===== src/rtl/seg7_pkg.sv =====
// Shared types and constants for the 7-segment status controller.
// Mode encoding matches the iMODE port value.
package seg7_pkg;

    typedef enum logic [1:0] {
        FREE  = 2'd0,
        VALUE = 2'd1,
        LAMP  = 2'd2,
        BLANK = 2'd3
    } mode_e;

    localparam logic [6:0] SEG_ALL_ON  = 7'h00;
    localparam logic [6:0] SEG_ALL_OFF = 7'h7F;

endpackage


===== src/rtl/seg7_hex_decode.sv =====
// Hex nibble to active-low 7-segment pattern, bit order gfedcba.
// Purely combinational; one instance per digit.
module seg7_hex_decode (
    input  logic [3:0] iNIB,
    output logic [6:0] oSEG
);

    always_comb begin
        oSEG = 7'h7F;
        unique case (iNIB)
            4'h0: oSEG = 7'h40;
            4'h1: oSEG = 7'h79;
            4'h2: oSEG = 7'h24;
            4'h3: oSEG = 7'h30;
            4'h4: oSEG = 7'h19;
            4'h5: oSEG = 7'h12;
            4'h6: oSEG = 7'h02;
            4'h7: oSEG = 7'h78;
            4'h8: oSEG = 7'h00;
            4'h9: oSEG = 7'h10;
            4'hA: oSEG = 7'h08;
            4'hB: oSEG = 7'h03;
            4'hC: oSEG = 7'h46;
            4'hD: oSEG = 7'h21;
            4'hE: oSEG = 7'h06;
            4'hF: oSEG = 7'h0E;
        endcase
    end

endmodule


===== src/rtl/seg7_status_ctrl.sv =====
// 7-segment and status-LED controller with prescaler, free-run count and PWM.
// Optional digit blinking is enabled by defining SEG7_BLINK_EN.
module seg7_status_ctrl
    import seg7_pkg::*;
#(
    parameter int NUM_DIGITS = 6,
    parameter int NUM_LEDS   = 10,
    parameter int PRESCALE   = 16777216,
    parameter int PWM_BITS   = 4
) (
    input  logic                    iCLK,
    input  logic                    iRST_N,
    input  logic [1:0]              iMODE,
    input  logic [4*NUM_DIGITS-1:0] iVALUE,
    input  logic                    iVALUE_VALID,
    input  logic [NUM_LEDS-1:0]     iLED_MASK,
    input  logic [PWM_BITS-1:0]     iBRIGHT,
`ifdef SEG7_BLINK_EN
    input  logic [NUM_DIGITS-1:0]   iBLINK_MASK,
`endif
    output logic [7*NUM_DIGITS-1:0] oSEG,
    output logic [NUM_LEDS-1:0]     oLEDR,
    output logic                    oTICK
);

    localparam int PW = (PRESCALE > 2) ? $clog2(PRESCALE) : 1;

    logic [PW-1:0]             pre_q;
    logic                      tick_q;
    logic [3:0]                cnt_q;
    logic [PWM_BITS-1:0]       pwm_q;
    logic [4*NUM_DIGITS-1:0]   val_q;
    logic [7*NUM_DIGITS-1:0]   seg_q, seg_d;
    logic [NUM_LEDS-1:0]       led_q, led_d;
    logic [7*NUM_DIGITS-1:0]   dec_w;
    logic [NUM_LEDS-1:0]       free_pat_w;
    logic                      wrap_w;
    logic                      pwm_on_w;
    mode_e                     mode_w;
`ifdef SEG7_BLINK_EN
    logic                      phase_q;
`endif

    assign mode_w   = mode_e'(iMODE);
    assign wrap_w   = (pre_q == PW'(PRESCALE - 1));
    // All-ones brightness forces full duty; the counter alone would top out one short.
    assign pwm_on_w = (&iBRIGHT) || (pwm_q < iBRIGHT);

    always_ff @(posedge iCLK or negedge iRST_N) begin
        if (!iRST_N) begin
            pre_q  <= '0;
            tick_q <= 1'b0;
            cnt_q  <= '0;
            pwm_q  <= '0;
            val_q  <= '0;
            seg_q  <= {NUM_DIGITS{SEG_ALL_OFF}};
            led_q  <= '0;
        end else begin
            pre_q  <= wrap_w ? '0 : pre_q + PW'(1);
            tick_q <= wrap_w;
            cnt_q  <= cnt_q + 4'(wrap_w);
            pwm_q  <= pwm_q + PWM_BITS'(1);
            if (iVALUE_VALID)
                val_q <= iVALUE;
            seg_q  <= seg_d;
            led_q  <= led_d;
        end
    end

`ifdef SEG7_BLINK_EN
    always_ff @(posedge iCLK or negedge iRST_N) begin
        if (!iRST_N)
            phase_q <= 1'b0;
        else if (wrap_w)
            phase_q <= ~phase_q;
    end
`endif

    for (genvar d = 0; d < NUM_DIGITS; d++) begin : g_dig
        logic [3:0] nib_w;
        assign nib_w = (mode_w == FREE) ? cnt_q : val_q[4*d +: 4];
        seg7_hex_decode u_dec (
            .iNIB (nib_w),
            .oSEG (dec_w[7*d +: 7])
        );
    end

    always_comb begin
        free_pat_w = '0;
        for (int i = 0; i < NUM_LEDS; i++)
            free_pat_w[i] = cnt_q[i % 2];
    end

    always_comb begin
        seg_d = {NUM_DIGITS{SEG_ALL_OFF}};
        led_d = '0;
        unique case (mode_w)
            FREE: begin
                seg_d = dec_w;
                led_d = pwm_on_w ? (free_pat_w & iLED_MASK) : '0;
            end
            VALUE: begin
                seg_d = dec_w;
                led_d = pwm_on_w ? iLED_MASK : '0;
            end
            LAMP: begin
                seg_d = {NUM_DIGITS{SEG_ALL_ON}};
                led_d = '1;
            end
            BLANK: begin
                seg_d = {NUM_DIGITS{SEG_ALL_OFF}};
                led_d = '0;
            end
        endcase
`ifdef SEG7_BLINK_EN
        if ((mode_w == FREE || mode_w == VALUE) && phase_q) begin
            for (int d = 0; d < NUM_DIGITS; d++)
                if (iBLINK_MASK[d])
                    seg_d[7*d +: 7] = SEG_ALL_OFF;
        end
`endif
    end

    assign oSEG  = seg_q;
    assign oLEDR = led_q;
    assign oTICK = tick_q;

endmodule


===== config.mk =====
export PLATFORM = sky130hd
export DESIGN_NAME = seg7_status_ctrl
export DESIGN_NICKNAME = d
export VERILOG_FILES = /design/src/rtl/seg7_pkg.sv /design/src/rtl/seg7_hex_decode.sv /design/src/rtl/seg7_status_ctrl.sv
export SDC_FILE = /design/constraint.sdc
export NUM_CORES = 1
export LEC_CHECK = 0
export ABC_CLOCK_PERIOD_IN_PS = 4100
export BUFFER_PORTS_ARGS = -buffer_cell sky130_fd_sc_hd__buf_2
export CELL_PAD_IN_SITES_DETAIL_PLACEMENT = 0
export CELL_PAD_IN_SITES_GLOBAL_PLACEMENT = 2
export CORE_MARGIN = 1
export CORE_UTILIZATION = 35
export DETAILED_ROUTE_END_ITERATION = 6
export HOLD_SLACK_MARGIN = 0.06
export PLACE_DENSITY_LB_ADDON = 0.1
export SYNTH_ARGS = -nofsm -noshare
export SYNTH_HDL_FRONTEND = slang
export SYNTH_SLANG_ARGS = --single-unit

===== constraint.sdc =====
create_clock -name iCLK -period 4.1 [get_ports iCLK]
set_input_delay 0.205 -clock iCLK [delete_from_list [all_inputs] [get_ports iCLK]]
set_output_delay 0.205 -clock iCLK [all_outputs]
set_load 0.05 [all_outputs]

==> results.rst <==
.. list-table::
   :header-rows: 1

   * - Metric
     - Value
   * - PortBufs
     - 95
   * - Seq/Total Area, Yosys
     - 47.3%
   * - Number of slew-limit violations in the final report
     - 0
   * - Ys async rst share
     - 100%
   * - Clock sink count
     - 109
   * - Max Cap Violations
     - 0
   * - Synthesized Nets
     - 644
   * - Drt wl/cell
     - 16.7 um
   * - Global-route wire length before repair
     - 24.3 mm
   * - Post-synth EDFFs
     - 0
   * - Hold path depth
     - 2
   * - Nature of the critical path endpoint
     - register
   * - Setup repair after global routing missed its margin
     - false
   * - Growth of design area from synthesis to finish
     - 18.0%
   * - Final worst clock skew
     - 0.00419 ns
   * - Power spent charging and discharging nets
     - 909 uW
   * - Top achievable clock speed
     - 354 MHz
   * - Fraction of power consumed by sequential logic
     - 43.1%
   * - Drt first pass iters
     - 4
   * - Startpoint of the most critical hold path
     - iVALUE[12]
   * - Horizontal die dimension
     - 132 um
   * - Vias in the first global route
     - 4710
   * - Maximum fanout encountered on the critical timing path
     - 6
   * - Global Route Usage Sum
     - 17.9%
   * - Detailed-route vias per instance
     - 5.14
   * - Internal power of the cells
     - 1940 uW
   * - Type of the worst min-delay path
     - in2reg
   * - Largest net degree at the start of global routing
     - 77
   * - CTS tree
     - done
   * - Pwr/cell area
     - 411 mW/mm^2
   * - Reg-to-Reg End
     - oSEG[31]
   * - Number of routed nets with antenna violations
     - 0
   * - Relative max-transition margin
     - 16.8%
   * - Final Hold Fails
     - 0
   * - Post-route minimum period
     - 2.82 ns
   * - Chip Height
     - 132 um
   * - Initial Util
     - 35.7%
   * - Setup slack on the worst flop-to-flop path
     - 1.28 ns
   * - Power share of the combinational group
     - 24.4%
   * - Startpoint of the most critical register-to-register path
     - cnt_q[1]
   * - I/O pins
     - 96
   * - Worst Path Arrival
     - 3.09 ns
   * - Result of the run
     - finished, final reports clean
   * - FP Rows
     - 47
   * - CP Data Required Time
     - 4.37 ns
   * - Netlist area before placement
     - 0.00588 sq mm
   * - Count of warnings emitted by yosys
     - 0
   * - Final Routed Wirelength
     - 14.6 mm
   * - HPWL after detailed placement
     - 10.2 mm
   * - Placement Setup Slack
     - 1.16 ns
   * - Minimum setup slack in the final design
     - 1.28 ns
   * - R2R depth
     - 7
   * - Clock transition at the register clock pins on the worst setup and hold paths after CTS
     - 0.07 ns
   * - Root buffer selected by CTS
     - clkbuf_16
   * - Startpoint kind of the worst setup timing path
     - register
   * - Count of final setup violators
     - 0
   * - Number of nets in the layout
     - 739
   * - Clock share of power
     - 32.5%
   * - Core Box Area
     - 0.0165 sq mm
   * - Most frequent standard cell in the layout excluding fill and tap cells
     - buf_2
   * - Total negative slack
     - 0 ns
   * - Routability cong.
     - 0.840
   * - Maximum VDD drop
     - 0.206 mV
   * - Via total after detailed routing
     - 4509
   * - Worst-margin pin slew
     - 1.24 ns
   * - Residual DRC
     - 0
   * - # resized after CTS
     - 0
   * - Yosys cell types
     - 58
   * - Mean instance size in the synthesized netlist
     - 10.5 sq um
   * - Fraction of layout cells with a size suffix above 1
     - 31.5%
   * - Portion of the clock cycle consumed by the worst path in the final layout
     - 68.9%
   * - Most frequent cells in the layout
     - buf_2 (94), dfrtp_1 (67), a21oi_1 (50), nand2_1 (47), ha_1 (43)
   * - Maximum clock insertion buffer count
     - 2
   * - Number of design-rule violations left by the first detailed-router iteration
     - 235
   * - Post-CTS Setup Inserts
     - 0
   * - Synthesized flop and latch total
     - 109
   * - # hold bufs at CTS
     - 11
   * - Full die area
     - 0.0173 sq mm
   * - Remaining global-route overflow
     - 0
   * - Ant. Diodes
     - 0
   * - Type of the worst setup path
     - reg2reg
   * - Static power due to leakage
     - 0.00319 uW
   * - Clock latency on the worst-skew pair
     - 0.35 ns
   * - Number of CTS-inserted buffers
     - 9
   * - Post-synthesis cell count
     - 558
   * - Number of antenna violations at the first check in global routing
     - 1
   * - H-tree lvl count
     - 3
   * - Primary flip-flop cell chosen by synthesis mapping
     - dfrtp_1
   * - Switching share of power
     - 31.9%
   * - Worst-case hold path end point
     - val_q[12]
## layout make-up
type	count	area (sq um)
Fill cell	1637	9520
Clock inverter	4	72.6
Timing Repair Buffer	111	626
Clock buffer	12	236
Multi-Input combinational cell	401	2870
Tap cell	220	275
Sequential cell	109	2780
Inverter	21	78.8
## routing by layer
metal / part of all wire (%) / track usage, % / wire length (um) / vias to the layer above
li1: - / - / - / 2198
met4: 1.0 / 4.91 / 152 / 0
met1: 46 / 22.1 / 6700 / 2204
met2: 49 / 30.9 / 7240 / 97
met3: 3.8 / 4.44 / 554 / 10
met5: 0 / 0 / 0 / -
## state kept, by name, summed over array words and instances, names as in the netlist
name / cells
pre_q: 24
val_q: 24
oSEG: 42
oTICK: 1
oLEDR: 10
cnt_q: 4
pwm_q: 4
## power groups by stage
| stage | registers (uW) | clock network [uW] | logic (uW) |
|---|---|---|---|
| after global placement | 1250 | 0 | 690 |
| after detailed placement | 1250 | 0 | 692 |
| after floorplan | 1460 | 0 | 304 |
| final | 1230 | 927 | 695 |
| after CTS | 1230 | 968 | 702 |
| after global routing | 1240 | 1010 | 760 |
## synth_stat cells (4+ instances only)
cell      instances  area (sq um)
a21oi_1          50           250
a21oi_2           9          78.8
nand2_1          47           176
mux2_2           31           349
nor3_1            8          40.0
a31oi_1          19           119
dfrtp_1          67          1680
mux2i_1           6          60.1
xor2_1            8          70.1
nand3_1          16          80.1
o22ai_1           4          25.0
dfstp_2          42          1100
o21ai_0          26           130
inv_1            20          75.1
nor2_1           30           113
a21o_1           15           113
nand4_1          10          62.6
buf_2            10          50.1
or3_1             4          25.0
o31ai_1           5          37.5
clkbuf_1         12          45.0
xnor2_1          14           123
buf_6             5          56.3
a211oi_1          4          30.0
ha_1             43           538
## worst max-delay path by stage
stage,slack [ns],from,end,depth (start not counted)
after floorplan,1.90,iMODE[0],oSEG[40],10
after global placement,1.27,iMODE[0],oSEG[31],8
after detailed placement,1.16,iMODE[1],oSEG[6],8
after CTS,1.26,cnt_q[0],oSEG[12],6
after global routing,1.09,cnt_q[0],oSEG[5],8
final,1.28,cnt_q[1],oSEG[31],7
## cell families after synthesis
kind of cell    count (synthesis)  synth area share [%]
compound gates                159                  17.2
simple gates                  138                  11.4
flops                         109                  47.3
buf+inv                        48                  3.91
fa+ha+maj                      43                  9.15
mux                            39                  7.72
xor+xnor                       22                  3.28
## worst max-delay path, cell delays in order (launching register included)
cell and delay (ns):
dfrtp_1 0.39, nor3b_1 1.00, a21oi_1 0.31, inv_1 0.20
ha_1 0.27, mux4_2 0.45, nand2_1 0.07, nand2_1 0.05
## through the flow
step	cell area, sq um	hold WS [ns]	total power, uW	std cells	utilization [%]
finish	6940	0.0768	2850	878	42.2
detailed placement	6520	0.410	1940	851	39.6
global placement	6520	0.406	1940	851	39.6
CTS	6940	0.0610	2900	878	42.2
global route	6940	0.0617	3010	878	42.2
floorplan	5880	-0.0906	1770	558	-
(Power assumes the default switching activity.)
